### config.mk
export PLATFORM = sky130hd
export DESIGN_NAME = adc_req_arbiter_flat
export DESIGN_NICKNAME = d
export VERILOG_FILES = /design/src/rtl/adc_req_arbiter_if.sv /design/src/rtl/adc_req_arbiter.sv /design/src/flat_wrapper.sv
export SDC_FILE = /design/constraint.sdc
export NUM_CORES = 1
export LEC_CHECK = 0
export BUFFER_PORTS_ARGS = -buffer_cell sky130_fd_sc_hd__buf_2
export CORE_MARGIN = 3
export CORE_UTILIZATION = 50
export CTS_BUF_LIST = sky130_fd_sc_hd__clkbuf_4 sky130_fd_sc_hd__clkbuf_8 sky130_fd_sc_hd__clkbuf_16
export CTS_CLUSTER_DIAMETER = 50
export DETAILED_ROUTE_END_ITERATION = 10
export PLACE_DENSITY = 0.72
export SYNTH_ARGS = -nofsm -noshare
export SYNTH_HDL_FRONTEND = slang
export SYNTH_SLANG_ARGS = --single-unit
### constraint.sdc
create_clock -name CLK -period 2.68 [get_ports CLK]
set_input_delay 0.134 -clock CLK [delete_from_list [all_inputs] [get_ports CLK]]
set_output_delay 0.134 -clock CLK [all_outputs]
set_load 0.1 [all_outputs]
### src/rtl/adc_req_arbiter_if.sv
// Requester and SPI_Driver bundle for adc_req_arbiter.
// slave: arbiter side; master: requesters plus converter.
interface adc_req_arbiter_if #(
  parameter int NREQ   = 4,
  parameter int DATA_W = 10
);
  logic [NREQ-1:0]   req;
  logic [NREQ-1:0]   ack;
  logic [DATA_W-1:0] rdata;
  logic              rerr;
  logic              busy;
  logic              getV;
  logic              vReady;
  logic [DATA_W-1:0] v;

  modport slave (
    input  req,
    input  vReady,
    input  v,
    output ack,
    output rdata,
    output rerr,
    output busy,
    output getV
  );

  modport master (
    output req,
    output vReady,
    output v,
    input  ack,
    input  rdata,
    input  rerr,
    input  busy,
    input  getV
  );
endinterface

### src/rtl/adc_req_arbiter.sv
// Round-robin share of one SPI_Driver ADC among NREQ requesters.
// Ports: CLK, RST_N (async, active-low), bus (slave modport):
//   req/ack/rdata/rerr/busy to requesters, getV/vReady/v to ADC.
// ADC_AVG_EN: four conversions per grant, result averaged.
module adc_req_arbiter #(
  parameter int NREQ        = 4,
  parameter int DATA_W      = 10,
  parameter int TIMEOUT_CYC = 4095
) (
  input  logic             CLK,
  input  logic             RST_N,
  adc_req_arbiter_if.slave bus
);

  localparam int IW = (NREQ > 1) ? $clog2(NREQ) : 1;
  localparam int TW = $clog2(TIMEOUT_CYC + 1);
  localparam logic [TW-1:0] TMAX = TW'(TIMEOUT_CYC - 1);
  localparam logic [IW-1:0] PTR_RST = IW'(NREQ - 1);

  typedef enum logic [2:0] {
    IDLE,
    WAIT_HI,
    WAIT_LO,
    DONE,
    ABORT
  } state_t;

  state_t state_q;
  state_t state_d;

  logic [IW-1:0] rr_q;
  logic [IW-1:0] win_q;
  logic [IW-1:0] pick;
  logic          pick_vld;
  logic [TW-1:0] tmr_q;
  logic          tmo;
  logic          grant;
  logic          cap;
  logic          last_conv;
  logic [DATA_W-1:0] res;

  logic [NREQ-1:0]   ack_q;
  logic [NREQ-1:0]   ack_d;
  logic [DATA_W-1:0] rdata_q;
  logic [DATA_W-1:0] rdata_d;
  logic              rerr_q;
  logic              rerr_d;
  logic              busy_q;
  logic              busy_d;
  logic              getv_q;
  logic              getv_d;

  assign tmo   = (tmr_q == TMAX);
  assign grant = (state_q == IDLE) && pick_vld;
  assign cap   = (state_q == WAIT_HI) && bus.vReady;

  // Search starts just after the last winner and wraps.
  always_comb begin
    logic [IW:0] s;
    s        = '0;
    pick     = rr_q;
    pick_vld = 1'b0;
    for (int i = 1; i <= NREQ; i++) begin
      s = {1'b0, rr_q} + (IW+1)'(i);
      if (s >= (IW+1)'(NREQ))
        s = s - (IW+1)'(NREQ);
      if (!pick_vld && bus.req[s[IW-1:0]]) begin
        pick     = s[IW-1:0];
        pick_vld = 1'b1;
      end
    end
  end

`ifdef ADC_AVG_EN
  localparam int SW = DATA_W + 2;

  logic [SW-1:0] sum_q;
  logic [1:0]    cnt_q;

  assign last_conv = (cnt_q == 2'd3);
  assign res       = sum_q[SW-1:2];

  always_ff @(posedge CLK or negedge RST_N) begin
    if (!RST_N) begin
      sum_q <= '0;
      cnt_q <= '0;
    end else if (grant) begin
      sum_q <= '0;
      cnt_q <= '0;
    end else begin
      if (cap)
        sum_q <= sum_q + SW'(bus.v);
      if (state_q == WAIT_LO && state_d == WAIT_HI)
        cnt_q <= cnt_q + 2'd1;
    end
  end
`else
  logic [DATA_W-1:0] res_q;

  assign last_conv = 1'b1;
  assign res       = res_q;

  always_ff @(posedge CLK or negedge RST_N) begin
    if (!RST_N)
      res_q <= '0;
    else if (cap)
      res_q <= bus.v;
  end
`endif

  always_ff @(posedge CLK or negedge RST_N) begin
    if (!RST_N) begin
      rr_q  <= PTR_RST;
      win_q <= '0;
      tmr_q <= '0;
    end else begin
      if (grant) begin
        rr_q  <= pick;
        win_q <= pick;
      end
      // Any state change restarts the timeout window.
      if (state_d != state_q)
        tmr_q <= '0;
      else if (state_q != IDLE)
        tmr_q <= tmr_q + TW'(1);
    end
  end

  always_ff @(posedge CLK or negedge RST_N) begin
    if (!RST_N) begin
      state_q <= IDLE;
      ack_q   <= '0;
      rdata_q <= '0;
      rerr_q  <= 1'b0;
      busy_q  <= 1'b0;
      getv_q  <= 1'b0;
    end else begin
      state_q <= state_d;
      ack_q   <= ack_d;
      rdata_q <= rdata_d;
      rerr_q  <= rerr_d;
      busy_q  <= busy_d;
      getv_q  <= getv_d;
    end
  end

  always_comb begin
    state_d = state_q;
    unique case (state_q)
      IDLE: begin
        if (pick_vld)
          state_d = WAIT_HI;
      end
      WAIT_HI: begin
        // A stale high vReady is taken as the result.
        if (bus.vReady)
          state_d = WAIT_LO;
        else if (tmo)
          state_d = ABORT;
      end
      WAIT_LO: begin
        if (!bus.vReady)
          state_d = last_conv ? DONE : WAIT_HI;
        else if (tmo)
          state_d = ABORT;
      end
      ABORT: begin
        if (!bus.vReady || tmo)
          state_d = DONE;
      end
      DONE: begin
        state_d = IDLE;
      end
      default: begin
        state_d = IDLE;
      end
    endcase
  end

  // Next values of the registered outputs.
  always_comb begin
    ack_d   = '0;
    rdata_d = '0;
    rerr_d  = 1'b0;
    getv_d  = (state_d == WAIT_HI);
    busy_d  = (state_d != IDLE);
    if (state_d == DONE) begin
      ack_d  = NREQ'(1) << win_q;
      rerr_d = (state_q == ABORT);
      if (state_q != ABORT)
        rdata_d = res;
    end
  end

  assign bus.ack   = ack_q;
  assign bus.rdata = rdata_q;
  assign bus.rerr  = rerr_q;
  assign bus.busy  = busy_q;
  assign bus.getV  = getv_q;

endmodule

### src/flat_wrapper.sv
// flat-port wrapper written by rule: the top's interface ports become plain ports
module adc_req_arbiter_flat 
#(
  parameter int NREQ        = 4,
  parameter int DATA_W      = 10,
  parameter int TIMEOUT_CYC = 4095
)
  (CLK, RST_N, bus_req, bus_vReady, bus_v, bus_ack, bus_rdata, bus_rerr, bus_busy, bus_getV);
  adc_req_arbiter_if #(.NREQ(NREQ), .DATA_W(DATA_W)) bus_i ();
  input  logic CLK;
  input  logic RST_N;
  input wire logic [$bits(bus_i.req)-1:0] bus_req;
  input wire logic [$bits(bus_i.vReady)-1:0] bus_vReady;
  input wire logic [$bits(bus_i.v)-1:0] bus_v;
  output wire logic [$bits(bus_i.ack)-1:0] bus_ack;
  output wire logic [$bits(bus_i.rdata)-1:0] bus_rdata;
  output wire logic [$bits(bus_i.rerr)-1:0] bus_rerr;
  output wire logic [$bits(bus_i.busy)-1:0] bus_busy;
  output wire logic [$bits(bus_i.getV)-1:0] bus_getV;
  assign bus_i.req = bus_req;
  assign bus_i.vReady = bus_vReady;
  assign bus_i.v = bus_v;
  assign bus_ack = bus_i.ack;
  assign bus_rdata = bus_i.rdata;
  assign bus_rerr = bus_i.rerr;
  assign bus_busy = bus_i.busy;
  assign bus_getV = bus_i.getV;
  adc_req_arbiter #(.NREQ(NREQ), .DATA_W(DATA_W), .TIMEOUT_CYC(TIMEOUT_CYC)) u_core (.CLK(CLK), .RST_N(RST_N), .bus(bus_i));
endmodule
# ---- After elaboration in Yosys (flattened, before gate mapping)
# Cells that the tools add are included.
dict set report word_totals {
  reg_bits 46
  latchBits 0
  ramBits 0
  romBits 0
  input_bits 17
  output_inout_bits 17
  elab_cells 82
  mem_count 0
}
dict set report op_classes {
  addsub 9
  n_mul 0
  div 0
  magnitude_cmp 8
  eq_ne 8
  shift 1
  muxes 32
  bitwise_logic 0
  n_reduce_logical 14
}
# cell n
set op_table {}
lappend op_table {{$mux W12} 2}
lappend op_table {{$mux W10} 2}
lappend op_table {{$mux W2} 8}
lappend op_table {{$mux W3} 5}
lappend op_table {{$add A12 B1 Y12 const B} 1}
lappend op_table {{$eq A12 B12 Y1 const B} 1}
lappend op_table {{$ge A3 B3 Y1 const B} 4}
lappend op_table {{$lt A2 B3 Y1 const B} 4}
lappend op_table {{$pmux W3 S4} 1}
lappend op_table {{$mux W1} 9}
lappend op_table {{$bmux W1 S2} 4}
lappend op_table {{$sub A2 B1 Y2 const B} 4}
lappend op_table {{$add A2 B2 Y3 const B} 2}
lappend op_table {{$eq A3 B1 Y1 const B} 2}
lappend op_table {{$eq A3 B2 Y1 const B} 2}
lappend op_table {{$reduce_bool A3 Y1} 2}
lappend op_table {{$logic_and A1 B1 Y1} 5}
lappend op_table {{$logic_not A1 Y1} 4}
lappend op_table {{$mux W4} 1}
lappend op_table {{$shl A1 B2 Y4 const A} 1}
lappend op_table {{$add A2 B1 Y3 const B} 1}
lappend op_table {{$add A2 B3 Y3 const B} 1}
lappend op_table {{$eq A3 B3 Y1 const B} 1}
lappend op_table {{$logic_not A3 Y1} 1}
lappend op_table {{other kinds (4)} 4}

# ---- Longest topological paths before layout
dict set report logic_depth {
  word_depth 19
  depth_mapped 7
  mapped_depth_nobuf 6
}

# ---- Least setup slack after synthesis
# No wires, ideal clock.
dict set report synth_path {
  path_type {register -> register}
  startpoint {register u_core.tmr_q[0]}
  endpoint {register u_core.tmr_q[0]}
  setup_ps 119
  arrival_ps 1589
  required_time_ps 2561
  setup_slack_ps 973
  path_stages_with_launch 8
  n_path_buf 1
  synth_period_minus_slack_ps 1707
  cell_sequence {dfrtp_1 > inv_1 > ha_1 > nand3_1 > or4_4 > o211ai_2 > buf_6 > nor2_1}
}
dict set report synth_via {
  elab_chain_len 6
  word_cells_on_any_way 12
  classes_between {1 x add/sub; 2 x eq/ne; 7 x mux; 2 x reduce/logical}
}
# item line
set synth_rtl {}
lappend synth_rtl {{start, declared} adc_req_arbiter.sv:35} ;# logic [TW-1:0] tmr_q;
lappend synth_rtl {{start signal, assigned} adc_req_arbiter.sv:125} ;# tmr_q <= tmr_q + TW'(1);
lappend synth_rtl {{$eq A12 B12 Y1} adc_req_arbiter.sv:53} ;# assign tmo = (tmr_q == TMAX);
lappend synth_rtl {{$mux W3 or $logic_or A1 B1 Y1 (tied branches)} {adc_req_arbiter.sv:158, adc_req_arbiter.sv:164, adc_req_arbiter.sv:168}}
lappend synth_rtl {{$mux W3 (on tied branches)} {adc_req_arbiter.sv:162, adc_req_arbiter.sv:156, adc_req_arbiter.sv:168}}
lappend synth_rtl {{$pmux W3 S4} adc_req_arbiter.sv:149} ;# unique case (state_q)
lappend synth_rtl {{$ne A3 B3 Y1} adc_req_arbiter.sv:122} ;# if (state_d != state_q)
lappend synth_rtl {{$mux W12 or $reduce_bool A2 Y1 (tied branches)} --}
# Several ways; a longest one is shown, not always the timed one. The select of a mux whose other input is x is not followed.
# A chain may end at the register's enable or synchronous reset.

# ---- Worst setup path after layout
dict set report layout_path {
  startpoint {register u_core.tmr_q[0]}
  endpoint {register u_core.tmr_q[10]}
}
# Same word-level chain as after synthesis.

==> metrics.md <==
| Metric | Value |
|---|---|
| Status | `finished, violations left` |
| Failing checks | `negative hold slack` |
| WL per Instance | `13.45 um` |
| Clk pwr share | `21.8%` |
| Fraction of layout cells with a size suffix above 1 | `30.14%` |
| Seq/Total Area, Yosys | `55.08%` |
| Setup Buffers After CTS | `0` |
| Post-synth top area share | `52.57%` |
| Layout overhead on the synthesized area | `14.10%` |
| Worst EP arrival | `2.15 ns` |
| Net Sw Frac | `37.45%` |
| Dpl ws | `0.7017 ns` |
| Cells after Synth | `184` |
| Final nets | `237` |
| Setup_tns | `0 ns` |
| Ant. Diodes | `0` |
| Root buf cell | `clkbuf_8` |
| H-tree levels | `2` |
| Die Span X | `70.72 um` |
| Row count | `22` |
| Avg Cell Area, Syn | `11.38 um2` |
| Syn Std Cell Area | `2095 um2` |
| Min Tclk post-route | `1.997 ns` |
| P_leak | `1.138 nW` |
| Clock latency on the worst-skew pair | `0.29 ns` |
| Ys async rst share | `100.0%` |
| Hold slack | `-0.006381 ns` |
| Total Wirelength | `3592 um` |
| Pre-antenna DRT Iters | `4` |
| Slew HR | `35.23%` |
| DRC Markers | `0` |
| Ys flop type | `dfrtp_1` |
| Internal power | `1.467 mW` |
| Skew final | `0.01110 ns` |
| Clock sinks | `46` |
| Final period util | `74.51%` |
| FILL cells | `311` |
| Unrepaired setup endpoints after global routing | `false` |
| Routability Congestion | `0.8865` |
| Top cells by area, synth | `dfrtp_1, mux2_2, nor2_1` |
| Max VDD drop | `0.5200 mV` |
| Comb power frac | `35.1%` |
| Post-CTS Hold Buffers | `0` |
| Final hold viol count | `11` |
| Max FO, Critical Path | `12` |
| Vias in the first global route | `1470` |
| Clk pin slew, worst setup/hold paths | `0.08 ns` |
| Worst path max stage delay | `0.52 ns` |
| Max-cap viol count | `0` |
| Commonest non-fill, non-tap cells in the layout | `dfrtp_1, buf_2, nor2_1` |
| Max clock buf depth | `2` |
| Tot GR Track Use | `16.01%` |
| FF+latch count, synth | `46` |
| 1st-iter DRT viols | `94` |
| Hold WC Path Type | `primary input to asynchronous set/reset pin` |
| Sequential Power Share | `43.1%` |
| Critical Path Sink Type | `flip-flop` |
| Largest net degree at the start of global routing | `47` |
| Resized cells post-CTS | `0` |
| Max Clock Freq | `500.8 MHz` |
| Starting Density | `54.35%` |
| Die area | `5001 um2` |
| Initial antenna violation count | `0` |
| Max-slew violations | `0` |
| Yosys cell types | `49` |
| Die Ht | `70.72 um` |
| Vias | `1455` |
| CTS Buf Count | `5` |
| CP max stage cell | `or4_4` |
| Worst Path Required | `2.84 ns` |
| Worst Setup Path Type | `flip-flop to flip-flop` |
| Post-DP HPWL | `2592 um` |
| Tightest Pin Transition | `0.9716 ns` |
| Most common cell after layout, fill and taps aside | `dfrtp_1` |
| Area of the core | `3854 um2` |
| CTS tree | `done` |
| Syn Nets | `203` |
| Antenna viol nets, final | `0` |
| Crit path cell chain | `inv_1 > ha_1 > nand3_1 > or4_4 > o211ai_2 > nor2_1` |
| # IOs | `34` |
| Post-synth EDFFs | `0` |
| Setup WS post-layout | `0.6832 ns` |
| Port bufs | `33` |
| Final-report setup violation count | `0` |
| Synth warn | `0` |
| GR Overflow Total | `0` |
| Synth area leader | `dfrtp_1` |
| Via density | `5.449` |
| Psw | `878.5 uW` |
| PD cells | `981.5 nW/um2` |
| First-pass GRT wire length | `6499 um` |
| Startpoint Class | `flip-flop` |
==> critical path: cells and delay by family, from the launching register on <==
kind	cells	cell delay, ns
buffers and inverters	1	0.07
adders and majority gates	1	0.16
and+or+nand+nor	3	0.73
AOI/OAI and AO/OA	1	0.48
DFF	1	0.42
==> cells by family (layout without fill, tap and decap cells) <==
logic type | after synthesis | after routing | share of synthesized area [%]
buf+inv | 12 | 47 | 4.121
fa+ha+maj | 3 | 3 | 1.672
compound gates | 23 | 23 | 8.184
xor+xnor | 10 | 10 | 4.182
flops | 46 | 46 | 55.08
mux | 11 | 11 | 5.854
simple gates | 79 | 79 | 20.91
==> cell type report <==
type / count / area (um2) / share of cell area [%]
Tap cell: 48 / 60.06 / 2.513
Timing Repair Buffer: 35 / 180.2 / 7.539
Clock inverter: 1 / 30.03 / 1.257
Sequential cell: 46 / 1154 / 48.27
Inverter: 4 / 15.01 / 0.6283
Multi-Input combinational cell: 126 / 867.1 / 36.28
Clock buffer: 7 / 83.83 / 3.508
==> registers in the layout, indices dropped and copies added, names as in the netlist <==
signal	cells
u_core.rr_q	2
u_core.bus.rerr	1
u_core.bus.busy	1
u_core.bus.rdata	10
u_core.bus.ack	4
u_core.tmr_q	12
u_core.state_q	3
u_core.res	10
u_core.win_q	2
u_core.bus.getV	1
==> power groups by stage <==
stage          clock network (mW)  logic [mW]  registers [mW]
6_report                    0.511       0.824            1.01
3_5_place_dp                    0       0.831            1.03
4_1_cts                     0.529       0.833            1.01
5_1_grt                     0.554       0.903            1.04
3_3_place_gp                    0       0.810            1.01
2_1_floorplan                   0       0.497            1.23
==> per-layer routing <==
metal  wire length, um  track usage [%]  up-vias
met1              1629            20.15      694
li1                  -                -      717
met5                 0                0        -
met3               234            5.824        4
met4                32            4.175        0
met2              1695            26.26       40
==> cell usage after synthesis (2+ instances only) <==
library cell and number:
o21a_1 3, buf_2 3, ha_1 2, mux2_2 10, nor2_1 21, inv_1 4
o221ai_1 2, nor3_1 2, nand2_1 11, clkbuf_8 3, dfrtp_1 44, nor4_1 2
nand4_1 3, a21oi_1 5, a21o_1 3, dfstp_2 2, and2_1 11, xnor2_1 2
nor3b_1 3, nand3_1 9, nor4b_1 4, xor2_1 8
==> final timing paths <==
| kind | from | end | slack (ns) | cells past startpoint |
|---|---|---|---|---|
| worst max-delay path | u_core.tmr_q[0]$_DFFE_PN0P_ | u_core.tmr_q[10]$_DFFE_PN0P_ | 0.68 | 6 |
| max in group asynchronous | RST_N | u_core.bus.rdata[8]$_DFF_PN0_ | 2.09 | 1 |
| worst min-delay path | RST_N | u_core.tmr_q[9]$_DFFE_PN0P_ | -0.006 | 1 |
| min in group CLK | bus_v[9] | u_core.res[9]$_DFFE_PN0P_ | 0.07 | 2 |
| worst max register to register | u_core.tmr_q[0]$_DFFE_PN0P_ | u_core.tmr_q[10]$_DFFE_PN0P_ | 0.68 | 6 |
| worst min register to register | u_core.res[2]$_DFFE_PN0P_ | u_core.bus.rdata[2]$_DFF_PN0_ | 0.48 | 1 |
==> per-stage QoR <==
step                      cell area [um2]  instances  utilization [%]  power (mW)
after CTS                            2390        267            62.01       2.374
after floorplan                      2095        184                -       1.731
after global placement               2276        259            59.06       1.820
after global routing                 2390        267            62.01       2.498
final                                2390        267            62.01       2.346
after detailed placement             2276        259            59.06       1.857
(Power assumes the default switching activity.)
